**config.mk**
```make
export PLATFORM = sky130hd
export DESIGN_NAME = bch_eras_inbuf_ctrl
export DESIGN_NICKNAME = d
export VERILOG_FILES = /design/src/rtl/bch_eras_inbuf_pkg.sv /design/src/rtl/bch_bank_fifo_ptr.sv /design/src/rtl/bch_eras_inbuf_ctrl.sv
export SDC_FILE = /design/constraint.sdc
export NUM_CORES = 1
export LEC_CHECK = 0
export CAP_MARGIN = 0
export CORE_MARGIN = 4
export CORE_UTILIZATION = 52
export CTS_CLUSTER_SIZE = 12
export DETAILED_ROUTE_END_ITERATION = 16
export GPL_TIMING_DRIVEN = 0
export PLACE_DENSITY = 0.79
export REMOVE_ABC_BUFFERS = 1
export SLEW_MARGIN = 20
export SYNTH_ARGS = -nofsm -noshare
export SYNTH_HDL_FRONTEND = slang
export SYNTH_SLANG_ARGS = --single-unit
```
**constraint.sdc**
```tcl
create_clock -name iclk -period 3.7 [get_ports iclk]
set_input_delay 0.925 -clock iclk [delete_from_list [all_inputs] [get_ports iclk]]
set_output_delay 0.925 -clock iclk [all_outputs]
set_load 0.05 [all_outputs]
```
**src/rtl/bch_eras_inbuf_pkg.sv**
```systemverilog
// Shared parameters and types for the BCH erasure decoder input buffer controller.
package bch_eras_inbuf_pkg;

   localparam int cM      = 4;
   localparam int cN      = 15;
   localparam int cBNUM_W = 2;

   typedef logic [cBNUM_W-1:0] ptr_t;
   typedef logic [cM-1:0]      addr_t;

   typedef logic [1:0] fstate_t;
   localparam fstate_t ST_IDLE = 2'd0;
   localparam fstate_t ST_RECV = 2'd1;
   localparam fstate_t ST_DROP = 2'd2;

endpackage

```
**src/rtl/bch_bank_fifo_ptr.sv**
```systemverilog
// Bank occupancy tracker: write/read bank pointers and committed-bank count.
module bch_bank_fifo_ptr #(
   parameter int PTR_W = 2
) (
   input  logic             clk_i,
   input  logic             rst_ni,
   input  logic             clkena_i,
   input  logic             commit_i,
   input  logic             release_i,
   input  logic [PTR_W-1:0] release_ptr_i,
   output logic [PTR_W-1:0] wptr_o,
   output logic [PTR_W:0]   used_o,
   output logic             release_err_o
);

   logic [PTR_W-1:0] wptr_q, wptr_d;
   logic [PTR_W-1:0] rptr_q, rptr_d;
   logic [PTR_W:0]   used_q, used_d;
   logic             relerr_q, relerr_d;
   logic             rel_ok;

   // Releases must retire banks strictly in commit order; anything else is flagged and ignored.
   always_comb begin
      rel_ok   = release_i && (used_q != '0) && (release_ptr_i == rptr_q);
      relerr_d = release_i && !rel_ok;
      wptr_d   = commit_i ? wptr_q + PTR_W'(1) : wptr_q;
      rptr_d   = rel_ok   ? rptr_q + PTR_W'(1) : rptr_q;
      used_d   = used_q;
      if (commit_i && !rel_ok) begin
         used_d = used_q + (PTR_W+1)'(1);
      end else if (!commit_i && rel_ok) begin
         used_d = used_q - (PTR_W+1)'(1);
      end
   end

   always_ff @(posedge clk_i or negedge rst_ni) begin
      if (!rst_ni) begin
         wptr_q   <= '0;
         rptr_q   <= '0;
         used_q   <= '0;
         relerr_q <= 1'b0;
      end else if (clkena_i) begin
         wptr_q   <= wptr_d;
         rptr_q   <= rptr_d;
         used_q   <= used_d;
         relerr_q <= relerr_d;
      end
   end

   assign wptr_o        = wptr_q;
   assign used_o        = used_q;
   assign release_err_o = relerr_q;

endmodule

```
**src/rtl/bch_eras_inbuf_ctrl.sv**
```systemverilog
// Input buffer bank scheduler: frames the sample stream into free banks and
// reports commits, malformed frames and dropped frames.
module bch_eras_inbuf_ctrl
   import bch_eras_inbuf_pkg::*;
#(
   parameter int m       = cM,
   parameter int n       = cN,
   parameter int pBNUM_W = cBNUM_W
) (
   input  logic               iclk,
   input  logic               ireset,
   input  logic               iclkena,
   input  logic               isop,
   input  logic               ival,
   input  logic               ieop,
   output logic               ordy,
   output logic               owrite,
   output logic [m-1:0]       owaddr,
   output logic [pBNUM_W-1:0] owptr,
   output logic               oframe_done,
   output logic [pBNUM_W-1:0] oframe_ptr,
   output logic               oframe_err,
   output logic               odrop,
   input  logic               irelease,
   input  logic [pBNUM_W-1:0] irelease_ptr,
   output logic               orelease_err,
   output logic [pBNUM_W:0]   oused
);

   localparam int               NB        = 1 << pBNUM_W;
   localparam logic [m:0]       CNT_END   = (m+1)'(n);
   localparam logic [m:0]       CNT_LAST  = (m+1)'(n - 1);
   localparam logic [pBNUM_W:0] USED_FULL = (pBNUM_W+1)'(NB);

   fstate_t            state_q, state_d;
   logic [m:0]         cnt_q, cnt_d, idx;
   logic               write_q, write_d;
   logic [m-1:0]       waddr_q, waddr_d;
   logic [pBNUM_W-1:0] wbank_q, wbank_d;
   logic               done_q, done_d;
   logic [pBNUM_W-1:0] fptr_q, fptr_d;
   logic               err_q, err_d;
   logic               drop_q, drop_d;
   logic               commit;
   logic [pBNUM_W-1:0] wptr;
   logic [pBNUM_W:0]   used;

   // An open frame already owns its bank, so it never sees backpressure.
   assign ordy = (state_q == ST_RECV) || (used < USED_FULL);

   always_comb begin
      state_d = state_q;
      cnt_d   = cnt_q;
      write_d = 1'b0;
      waddr_d = waddr_q;
      wbank_d = wbank_q;
      done_d  = 1'b0;
      fptr_d  = fptr_q;
      err_d   = 1'b0;
      drop_d  = 1'b0;
      commit  = 1'b0;
      idx     = (isop || (state_q != ST_RECV)) ? '0 : cnt_q;
      if (ival) begin
         case (state_q)
            ST_IDLE: begin
               if (isop) begin
                  if (ordy) begin
                     write_d = 1'b1;
                     waddr_d = '0;
                     wbank_d = wptr;
                     cnt_d   = (m+1)'(1);
                     if (!ieop) begin
                        state_d = ST_RECV;
                     end else if (CNT_LAST == '0) begin
                        commit = 1'b1;
                     end else begin
                        err_d = 1'b1;
                     end
                  end else begin
                     drop_d = 1'b1;
                     if (!ieop) begin
                        state_d = ST_DROP;
                     end
                  end
               end
            end
            ST_RECV: begin
               // cnt parks at n once the frame overruns, so extra samples are never written.
               if (idx < CNT_END) begin
                  write_d = 1'b1;
                  waddr_d = idx[m-1:0];
                  wbank_d = wptr;
                  cnt_d   = idx + (m+1)'(1);
               end
               if (ieop) begin
                  state_d = ST_IDLE;
                  if (idx == CNT_LAST) begin
                     commit = 1'b1;
                  end else begin
                     err_d = 1'b1;
                  end
               end else if (isop) begin
                  err_d = 1'b1;
               end
            end
            ST_DROP: begin
               if (ieop) begin
                  state_d = ST_IDLE;
               end
            end
            default: begin
               state_d = ST_IDLE;
            end
         endcase
      end
      if (commit) begin
         done_d = 1'b1;
         fptr_d = wptr;
      end
   end

   always_ff @(posedge iclk or negedge ireset) begin
      if (!ireset) begin
         state_q <= ST_IDLE;
         cnt_q   <= '0;
         write_q <= 1'b0;
         waddr_q <= '0;
         wbank_q <= '0;
         done_q  <= 1'b0;
         fptr_q  <= '0;
         err_q   <= 1'b0;
         drop_q  <= 1'b0;
      end else if (iclkena) begin
         state_q <= state_d;
         cnt_q   <= cnt_d;
         write_q <= write_d;
         waddr_q <= waddr_d;
         wbank_q <= wbank_d;
         done_q  <= done_d;
         fptr_q  <= fptr_d;
         err_q   <= err_d;
         drop_q  <= drop_d;
      end
   end

   bch_bank_fifo_ptr #(
      .PTR_W(pBNUM_W)
   ) u_bank_ptr (
      .clk_i        (iclk),
      .rst_ni       (ireset),
      .clkena_i     (iclkena),
      .commit_i     (commit),
      .release_i    (irelease),
      .release_ptr_i(irelease_ptr),
      .wptr_o       (wptr),
      .used_o       (used),
      .release_err_o(orelease_err)
   );

   assign owrite      = write_q;
   assign owaddr      = waddr_q;
   assign owptr       = wbank_q;
   assign oframe_done = done_q;
   assign oframe_ptr  = fptr_q;
   assign oframe_err  = err_q;
   assign odrop       = drop_q;
   assign oused       = used;

endmodule

```
==> results.txt, run 1 <==
The flow ran to the end, and the final reports show no timing, DRC or antenna violations. The vias after detailed routing is between 1000 and 1500. The number of flops mapped to enable cells by yosys is 0.

The fraction of registers with async set or reset after synthesis came out at 100%. Setup repair after global routing left no endpoint under its margin. The post-route non-filler standard cell count came out at roughly 190. The horizontal extent of the die came out at between 60 and 70 um. The number of cells after detailed placement came out at ~180. The y dimension of the die is about 61 um. STA classifies the critical path startpoint as a primary input. The detail-routed via count per cell came out at roughly 5.4. The maximum fanout along the worst path came out at 13. In this run the number of H-tree levels came out at 1. The number of pins with negative max-slew slack in the final report is 0. CTS saw 27 sinks.

The global routing stage identified its most utilized layer as met2. The final net count is 170. The design internal power came out at around 0.0006 W.

The proportion of synthesized chip area in sequential cells is between 40 and 50%. In this run the power spent charging and discharging nets is between 0.0004 and 0.0005 W. The count of buffers from port buffering came out at 25. The maximum single-stage delay on the critical path is roughly 370 ps. Each instance of the synthesized netlist takes up on average roughly 11 um^2. The number of global-route vias before repair came out at 1041. Net switching is a little over two fifths of the power. After the first detailed-routing iteration, the DRC count stood at 32. For met1 alone, demand over resource in global routing was 21.8%.

The sequential share of power came out at 39.5%. The count of cells resized by post-cts repair is 0. The area enclosed by the die boundary came out at between 0.003 and 0.004 mm^2. The final-layout worst hold slack came out at 506 ps. IR analysis of the VDD net gives a maximum drop of around 0.55 mV. The arrival time at the worst endpoint is between 3000 and 4000 ps.

The final critical path time including I/O delays and setup came out at roughly 3200 ps. The final wirelength came out at around 2700 um. Among all flip-flop cells after synthesis, the most frequent one is dfrtp_1.

The required time of the critical path is between 3000 and 4000 ps. The area of the core is roughly 0.0027 mm^2. The top-level port count is 26.

The final count of hold timing violations is 0. The length of the first detailed-routing pass in iterations came out at 4. The row count is 19. Among all stages on the critical path, the largest delay is contributed by fa_1. The initial standard-cell utilization of the core is 53.8%. Synthesis produced between 100 and 150 cells. The final critical path takes up about 88% of the cycle. The worst slew slack as a fraction of its limit is between 30% and 40%. Of the total power, combinational logic draws 48.1%. The number of antenna violations at the first check in global routing came out at 0. The congestion estimate from routability-driven global placement came to between 0.7 and 0.8. Across every metal layer, demand over resource in global routing totals between 10% and 20%. The fmax came out at just over 300 MHz.

Counting flops and latches in the post-synthesis netlist gives 27. The TritonCTS buffer count came out at 3. STA classifies the critical path endpoint as a register. After global routing the overflow that remains totals 0. The HPWL reported at the end of detailed placement is roughly 2000 um.

The global-route wire length before repair came out at ~4600 um. Buffers added to address setup during post-CTS repair amount to 0. Setup violations remaining at the end of the flow were counted as 0. The layout cell share with drive strength beyond 1 came out at 13.6%.

The clock passes through at most 2 buffers. The fraction of met3 tracks used by global routing came out at under 10%. The count of filler cells inserted in the layout is 233. The repair_antennas step left the layout with diodes totalling 0. For the pin with the worst max-slew slack, the measured transition is 1040 ps. The setup clock skew after layout came out at 6.69 ps. The clock root buffer master is clkbuf_4. In the routed design, unresolved DRC markers number 0. The count of nets left with antenna violations once routing finished came out at 0.

The global-route track usage on met2 is around 27%. The clock network is responsible for 12.4% of the overall power. The average routed wire per standard cell came out at 14.7 um. The type of the setup path with the least slack is primary input to register. The static leakage came out at 0.771 nW. The CTS tree is done.

The insertion delay to the later sink of the worst-skew pair came out at 330 ps. The clock transition at the register clock pins on the worst setup and hold paths after CTS is 150 ps. Yosys mapped the design onto between 40 and 50 distinct sky130hd cell types. The largest net degree at the start of global routing came out at 28. The Yosys step of the flow raised 0 warnings. Relative to the synthesized area, the layout overhead comes to 19.5%.

The critical path goes through dlymetal6s2s_1 > and2b_4 > and2_1 > inv_1 > ha_1 > and4b_1 > and4_1 > ha_1 > inv_1 > fa_1 > xnor2_1 > nand2_1 > xnor2_1. The worst hold path belongs to the class register to register. After clock tree synthesis, the flow added hold-fix buffers numbering 0. The max-capacitance violation count came out at 0. The total power per unit cell area came out at 594 mW/mm^2. The cell area after synthesis is 0.00147 mm^2.
[Yosys cell counts (3+ instances only)]
cell type / instances / area share (%)
inv_1: 14 / 3.6
xnor2_1: 6 / 3.6
ha_1: 5 / 4.3
mux2_2: 3 / 2.3
nor2_1: 6 / 1.5
o21ai_0: 4 / 1.4
xor2_1: 4 / 2.4
nand3_1: 4 / 1.4
and2_1: 3 / 1.3
dfrtp_1: 27 / 46
nand2_1: 8 / 2.0
nand2b_1: 6 / 2.6
mux2_4: 7 / 7.1
mux2i_1: 4 / 2.7
[worst paths after layout]
check | start | endpoint | slack (ps) | depth (start not counted)
min in group asynchronous | ireset | owaddr[3] | 570 | 1
max in group asynchronous | ireset | owrite | 2740 | 1
setup / recovery | isop | u_bank_ptr.used_o[2] | 460 | 13
setup reg to reg | state_q[1] | u_bank_ptr.used_o[1] | 630 | 12
hold / removal | u_bank_ptr.wptr_o[1] | u_bank_ptr.wptr_o[1] | 510 | 1
hold reg to reg | u_bank_ptr.wptr_o[1] | u_bank_ptr.wptr_o[1] | 510 | 1
[power groups by stage]
stage                     Clock (W)  Combinational, W  Sequential, W
after floorplan                   0          0.000244       0.000527
after global placement            0          0.000495       0.000415
after detailed placement          0          0.000505       0.000418
after CTS                  0.000132          0.000509       0.000412
after global routing       0.000147          0.000542       0.000423
final                      0.000130          0.000503       0.000412
[per-stage QoR]
step           area [um^2]  utilization (%)  TNS [ps]  total power, W  worst slack (ps)
6_report              1760             64.3         0         0.00104               456
5_1_grt               1760             64.3         0         0.00111               302
4_1_cts               1760             64.2         0         0.00105              79.2
3_5_place_dp          1730             63.2      -474        0.000923              -248
3_3_place_gp          1730             63.4      -406        0.000910              -223
2_1_floorplan         1440                -         0        0.000771               674
[placed cells by master, fill, tap and decap left out, types with 2 or more instances in the layout]
master / instances
clkdlybuf4s50_1: 23
xor2_1: 4
ha_1: 5
mux2_2: 3
xnor2_1: 6
dfrtp_1: 27
nor2b_1: 2
nand3_1: 4
inv_1: 14
o21ai_0: 4
mux2_4: 7
nand2_1: 8
and2_1: 3
nand2b_1: 6
clkbuf_4: 3
mux2i_1: 4
nor2_1: 6
[kinds of logic (layout without fill, tap and decap cells)]
family | Yosys count | in the layout | synth area share, %
mux | 15 | 15 | 12.9
simple gates | 38 | 38 | 15.1
buf+inv | 18 | 43 | 5.44
compound gates | 15 | 15 | 9.10
fa+ha+maj | 6 | 6 | 5.61
flops | 27 | 27 | 45.9
xor+xnor | 10 | 10 | 5.95
[metal layers]
metal  vias up  share of wire, %
li1        487                 -
met1       491                46
met2        24                48
met3         5               3.7
met4         0               1.7
met5         -                 0
[final cells by class]
type	instances	area [um^2]	share of cell area (%)
clock buffer	3	22.5	1.28
clock inverter	1	5.00	0.285
tap	31	38.8	2.21
sequential	27	676	38.4
inverter	14	52.6	2.99
multi-input combinational	84	716	40.7
timing repair buffer	25	248	14.1
[state kept, by name, summed over array words and instances (netlist names)]
signal,count
oframe_ptr,2
owrite,1
u_bank_ptr.wptr_o,2
cnt_q,5
u_bank_ptr.release_err_o,1
oframe_err,1
oframe_done,1
u_bank_ptr.rptr_q,2
owptr,2
odrop,1
u_bank_ptr.used_o,3
state_q,2
owaddr,4
[worst max-delay path: cells and delay by family]
kind	cells	cell delay (ps)
XOR/XNOR	2	290
buffers and inverters	3	480
adder cells (fa/ha/maj)	3	730
AND/OR/NAND/NOR	5	1040
Note: power is estimated with default switching activity, not from simulation.
==> run 2, diff against run 1 <==
Settings changed: CORE_MARGIN 4 to 3.
==> run 2 against run 1 <==
Against the previous run: via count increased by 1.7%; fmax decreased by 0.15%; clock-buffer cell count unchanged; critical path depth unchanged; highest routed layer unchanged; non-clock buffer count unchanged; sequential power about the same; clock skew increased by 12 ps.
==> results.txt, run 2 (synthesis results as in run 1) <==
The global-route wire length before repair was 4880 um (+5.5%). The area enclosed by the die boundary is 0.00350 mm^2 (-6.4%). The length of the first detailed-routing pass in iterations came out at 4 (unchanged). The worst hold path stage count came out at 1 (unchanged). The count of filler cells inserted in the layout is 212 (-9.0%). The initial standard-cell utilization of the core is 56.8% (+3.0 points). The number of antenna violations at the first check in global routing came out at 0 (unchanged).

The buffering stage count on the worst path with inverters included came out at 3 (unchanged). The cell class contributing the biggest share of worst-path delay is simple AND/OR/NAND/NOR gates. The HPWL reported at the end of detailed placement was 2150 um (+6.6%). The count of buffers from port buffering came out at 25 (unchanged). The worst slew slack as a fraction of its limit is 30.8% (about the same). The flip-flop count of the largest register after layout is 5 (unchanged). The static leakage came out at 0.772 nW (about the same).

TritonCTS built the clock tree. The top cell types in the final layout, fill and taps aside, are 27 x dfrtp_1, 23 x clkdlybuf4s50_1, 14 x inv_1. The setup clock skew after layout came out at 19.0 ps (+12.3 ps).

The arrival time at the worst endpoint came out at 3480 ps (about the same). Ranked by flip-flop count, first place goes to cnt_q. The insertion delay to the later sink of the worst-skew pair is 340 ps (about the same).

The final count of hold timing violations was 0 (unchanged). The final critical path time including I/O delays and setup came to 3250 ps (+4.93 ps). Walking the worst path, the cells encountered are dlymetal6s2s_1 > and2b_4 > and2_1 > inv_1 > ha_1 > and4b_1 > and4_1 > ha_1 > inv_1 > fa_1 > xnor2_1 > nand2_1 > xnor2_1. The slew at the pin closest to its max-slew limit is 1040 ps (+0.287 ps). The horizontal extent of the die came out at 59.2 um (-3.3%). The number of hold buffers added after CTS is 0 (unchanged). The number of sinks on the clock net came out at 27 (unchanged). The total power came to 0.00106 W (+1.2%). The maximum fanout along the worst path came out at 13 (unchanged). The residual overflow from global routing is 0 (unchanged). The startpoint type of the worst setup path is a primary input.

The fmax is 308 MHz (-0.15%). The clock transition at the register clock pins on the worst setup and hold paths after CTS came to 170 ps (+20 ps). The maximum resistive drop on vdd is 0.530 mV (-3.4%).

The average routed wire per standard cell came out at 14.9 um (+1.8%). The number of cells after detailed placement is 180 (-0.55%). The utilization of the core after routing came out at 68.0% (+3.7 points). The number of remaining DRC errors came out at 0 (unchanged).

The run finished with clean final reports. The area of the core came to 0.00259 mm^2 (-5.3%). The most frequent standard cell in the layout excluding fill and tap cells is dfrtp_1. The post-detailed-placement cell area came out at 0.00173 mm^2 (about the same).

The setup violation total in the final timing report came to 0 (unchanged). The final wirelength came out at 2750 um (+1.3%). The reg2reg setup slack was 570 ps (-60 ps).

The maximum single-stage delay on the critical path is 370 ps (about the same). For hold timing, the worst endpoint is u_bank_ptr.wptr_o[1]. The largest net degree at the start of global routing came to 28 (unchanged). The maximum count of clock buffers along a single path is 2 (unchanged). Clock tree synthesis selected as its root buffer the cell clkbuf_4. The number of global-route vias before repair is 1062 (+2.0%).

The instance count on the critical path came to 13 (unchanged). The combined global-route utilization of all metal layers came out at 18.4% (+1.7 points). The worst register-to-register path ends at u_bank_ptr.used_o[1].

The y dimension of the die is 59.2 um (-3.3%). The top-level port count came out at 26 (unchanged). The number of pins with negative max-slew slack in the final report came out at 0 (unchanged). The H-tree depth reported by CTS came out at 1 (unchanged).

The post-route non-filler standard cell count was 184 (-0.54%). The largest individual stage delay along the critical path comes from the cell fa_1. The cell count of the worst reg-to-reg path is 12 (unchanged). The layout cell share with drive strength beyond 1 was 13.6% (unchanged). The max-capacitance violation count came out at 0 (unchanged). The antenna violation net count after detailed routing came out at 0 (unchanged). The detailed router's first-iteration violation count is 26 (-19%). The share of the cycle needed by the critical path after routing came out at 87.8% (+0.13 points). The finished layout cell area came out at 0.00176 mm^2 (+0.14%). The vias after detailed routing is 1024 (+1.7%).

The final net count was 170 (unchanged). The type of the setup path with the least slack is primary input to register. The TritonCTS buffer count is 3 (unchanged). The row count was 18 (-1). The detail-routed via count per cell is 5.57 (+2.2%). In this run the most critical hold path is launched from u_bank_ptr.wptr_o[1]. The layout-stage area growth over the synthesis result is 19.6%. The final RePlAce weighted congestion came out at 0.827 (+8.3%). The required time of the critical path came to 3930 ps (about the same). The number of antenna diodes was 0 (unchanged). The total power per unit cell area came out at 601 mW/mm^2 (+1.1%). In this run the critical register-to-register path is launched from state_q[1]. Setup repair after global routing left no endpoint under its margin. The min-delay analysis places its worst path in the category register to register. The endpoint class of the critical path is a register.
[run 2: repair_timing]
item	in CTS	in global routing
buffers inserted	0	0
hold endpoints to repair	0	0
gates resized for setup	0	1
endpoints found under the setup margin	0	2
[run 2: area by class of cell]
class                   count  area (um^2)  area share, %
clock buffers               3         22.5           1.28
clock inverters             1         8.76          0.498
inverters                  14         52.6           2.99
multi-input cells          84          716           40.7
flip-flops and latches     27          676           38.4
well taps                  30         37.5           2.13
repair buffers             25          248           14.1
[run 2: metrics by stage]
step                hold WS, ps  setup slack (ps)  setup TNS [ps]
finish                      505               452               0
global route                523               233               0
CTS                         505              64.4               0
detailed placement          484              -294            -564
global placement            472              -237            -441
floorplan                   455               674               0
[run 2: per-layer routing]
layer / track usage (%) / vias to the layer above / part of all wire, %
met5: 0 / - / 0
met4: 6.15 / 0 / 1.2
met3: 3.49 / 5 / 4.3
met2: 30.6 / 23 / 50
met1: 24.1 / 509 / 44
li1: - / 487 / -
[run 2: power breakdown]
part	total, W	internal (W)	leakage [nW]	switching (W)
sequential	0.000412	0.000357	0.356	0.0000551
combinational	0.000507	0.000203	0.398	0.000304
clock	0.000139	0.0000441	0.0183	0.0000951
total	0.00106	0.000604	0.772	0.000454
[run 2: worst max-delay path by stage]
stage / start / end / slack [ps]
floorplan: isop / u_bank_ptr.used_o[1] / 670
global placement: isop / u_bank_ptr.used_o[2] / -240
detailed placement: isop / u_bank_ptr.used_o[2] / -290
CTS: isop / u_bank_ptr.used_o[2] / 60
global route: isop / u_bank_ptr.used_o[2] / 230
finish: isop / u_bank_ptr.used_o[2] / 450
==> run 3, diff against run 2 <==
Settings changed: CORE_UTILIZATION 52 to 61, DONT_BUFFER_PORTS set to 1, PLACE_DENSITY 0.79 to 0.77.
==> run 3 against run 2 <==
Against the previous run: sequential cell count unchanged; fmax increased by 5.8%; final cell count decreased by 15%; critical path depth decreased by 1; largest cell class unchanged.
==> results.txt, run 3 (synthesis results as in run 1) <==
The vias after detailed routing is 909 (-11%). The largest net degree at the start of global routing is 28 (unchanged). The post-detailed-placement cell area is 0.00148 mm^2 (-14%). The TritonCTS buffer count came out at 3 (unchanged). The HPWL reported at the end of detailed placement came out at 1880 um (-13%). The static leakage is 0.670 nW (-13%). The row count is 17 (-1).

The count of cells resized by post-cts repair came out at 0 (unchanged). The maximum fanout along the worst path is 11 (-2). The area enclosed by the die boundary is 0.00304 mm^2 (-13%). The insertion delay to the later sink of the worst-skew pair came to 320 ps (-20 ps). The number of cells after detailed placement came out at 153 (-15%). The area of combinational cells with multiple inputs is 716 um^2 (unchanged). The setup clock skew after layout is 11.9 ps (-7.12 ps). The average routed wire per standard cell came out at 15.4 um (+3.4%). The H-tree depth reported by CTS came out at 1 (unchanged). The total power is 0.000945 W (-11%). The layout-stage area growth over the synthesis result came out at 2.38%. The y dimension of the die is 55.1 um (-6.9%). STA classifies the critical path startpoint as a register.

The flip-flop count of the largest register after layout is 5 (unchanged). The number of antenna violations at the first check in global routing came to 0 (unchanged). The flow ran to the end, and the final reports show no timing, DRC or antenna violations. The global-route wire length before repair came out at 3930 um (-19%).

The final RePlAce weighted congestion came out at 0.780 (-5.7%). The antenna violation net count after detailed routing is 0 (unchanged). The final net count came out at 145 (-15%).

The number of setup buffers added after CTS is 0 (unchanged). The count of filler cells inserted in the layout came to 183 (-14%). The critical path in this run is classified as register to register.

The number of pins with negative max-slew slack in the final report came to 0 (unchanged). In the layout the commonest cells are 27 x dfrtp_1, 14 x inv_1, 8 x nand2_1. The worst slew slack as a fraction of its limit is 35.3% (+4.5 points). The setup TNS was 0 ps (unchanged). The final-layout worst hold slack is 268 ps (-237 ps).

The max-capacitance violation count was 0 (unchanged). The share of the cycle needed by the critical path after routing came out at 83.0% (-4.8 points). The top-level port count came out at 26 (unchanged). The area of the core came out at 0.00225 mm^2 (-13%). STA classifies the critical path endpoint as a register.

The arrival time at the worst endpoint is 3300 ps (-180 ps). The length of the first detailed-routing pass in iterations came to 4 (unchanged). The number of remaining DRC errors came out at 0 (unchanged). The fmax is 326 MHz (+5.8%). Setup repair after global routing left no endpoint under its margin. In this run the worst hold path is classified as primary input to async pin. The number of hold buffers added after CTS came out at 0 (unchanged). The required time of the critical path is 3930 ps (about the same).

The maximum resistive drop on vdd is 0.394 mV (-26%). The post-route non-filler standard cell count came out at 157 (-15%). The final wirelength is 2430 um (-12%). The detailed router's first-iteration violation count is 15 (-42%). The CTS tree is done. The final critical path time including I/O delays and setup came out at 3070 ps (-178 ps). The root buffer cell chosen for the clock tree is clkbuf_4.

The number of antenna diodes is 0 (unchanged). The total power per unit cell area was 628 mW/mm^2 (+4.4%). The clock transition at the register clock pins on the worst setup and hold paths after CTS is 150 ps (-20 ps). The setup violation total in the final timing report is 0 (unchanged). The combined global-route utilization of all metal layers came out at 17.9% (-0.49 points).

The residual overflow from global routing is 0 (unchanged). The slew at the pin closest to its max-slew limit came out at 971 ps (-66.9 ps). The register bank with the most flops is cnt_q. The layout cell share with drive strength beyond 1 came out at 15.5% (+1.9 points).

Leaving out fill and tap cells, the most frequent cell in the layout is dfrtp_1. The final count of hold timing violations is 0 (unchanged). The detail-routed via count per cell came to 5.79 (+4.0%). The sequential cell area came to 676 um^2 (unchanged). The number of global-route vias before repair is 917 (-14%). The initial standard-cell utilization of the core is 65.3% (+8.4 points).

The count of buffers from port buffering is 0 (-100%). The number of sinks on the clock net came out at 27 (unchanged). The horizontal extent of the die came to 55.1 um (-6.9%). The maximum count of clock buffers along a single path was 2 (unchanged).

The finished layout cell area is 0.00151 mm^2 (-14%).
[run 3: layout make-up]
type / instances / share of cell area (%)
Clock buffer: 3 / 1.50
Sequential cell: 27 / 44.9
Multi-Input combinational cell: 84 / 47.5
Inverter: 14 / 3.49
Tap cell: 28 / 2.33
Clock inverter: 1 / 0.332
[run 3: critical path, stage by stage, from the launching register on]
cell	delay, ps
dfrtp_1	410
inv_1	80
ha_1	350
and2b_4	240
and2_1	190
inv_1	80
ha_1	190
and4b_1	220
and4_1	250
ha_1	240
inv_1	70
fa_1	400
mux2_2	270
[run 3: report_power, final]
group	internal, W	total, W	switching, W	leakage, nW
clock network	0.0000405	0.000126	0.0000856	0.0177
logic	0.000132	0.000283	0.000151	0.297
registers	0.000354	0.000536	0.000181	0.356
[run 3: path summary, 6_finish.rpt]
path                                      start              endpoint  slack, ps  cells past startpoint
min in group iclk          u_bank_ptr.wptr_o[0]  u_bank_ptr.wptr_o[0]        510                      1
max                                  state_q[1]  u_bank_ptr.used_o[1]        630                     12
max in group asynchronous                ireset              cnt_q[2]       3350                      0
min                                      ireset            state_q[1]        270                      0
max reg2reg                          state_q[1]  u_bank_ptr.used_o[1]        630                     12
min reg2reg                u_bank_ptr.wptr_o[0]  u_bank_ptr.wptr_o[0]        510                      1
[run 3: metrics by stage]
step	util [%]	worst slack, ps
global placement	65.6	530
finish	66.8	629
floorplan	-	674
CTS	66.8	619
global route	66.8	327
detailed placement	65.6	499
[run 3: metal layers]
layer	up-vias	global-route usage (%)	share of wire, %
met3	4	3.22	3.7
met5	-	0	0
met2	21	30.3	50
li1	436	-	-
met1	448	23.5	45
met4	0	4.86	1.2
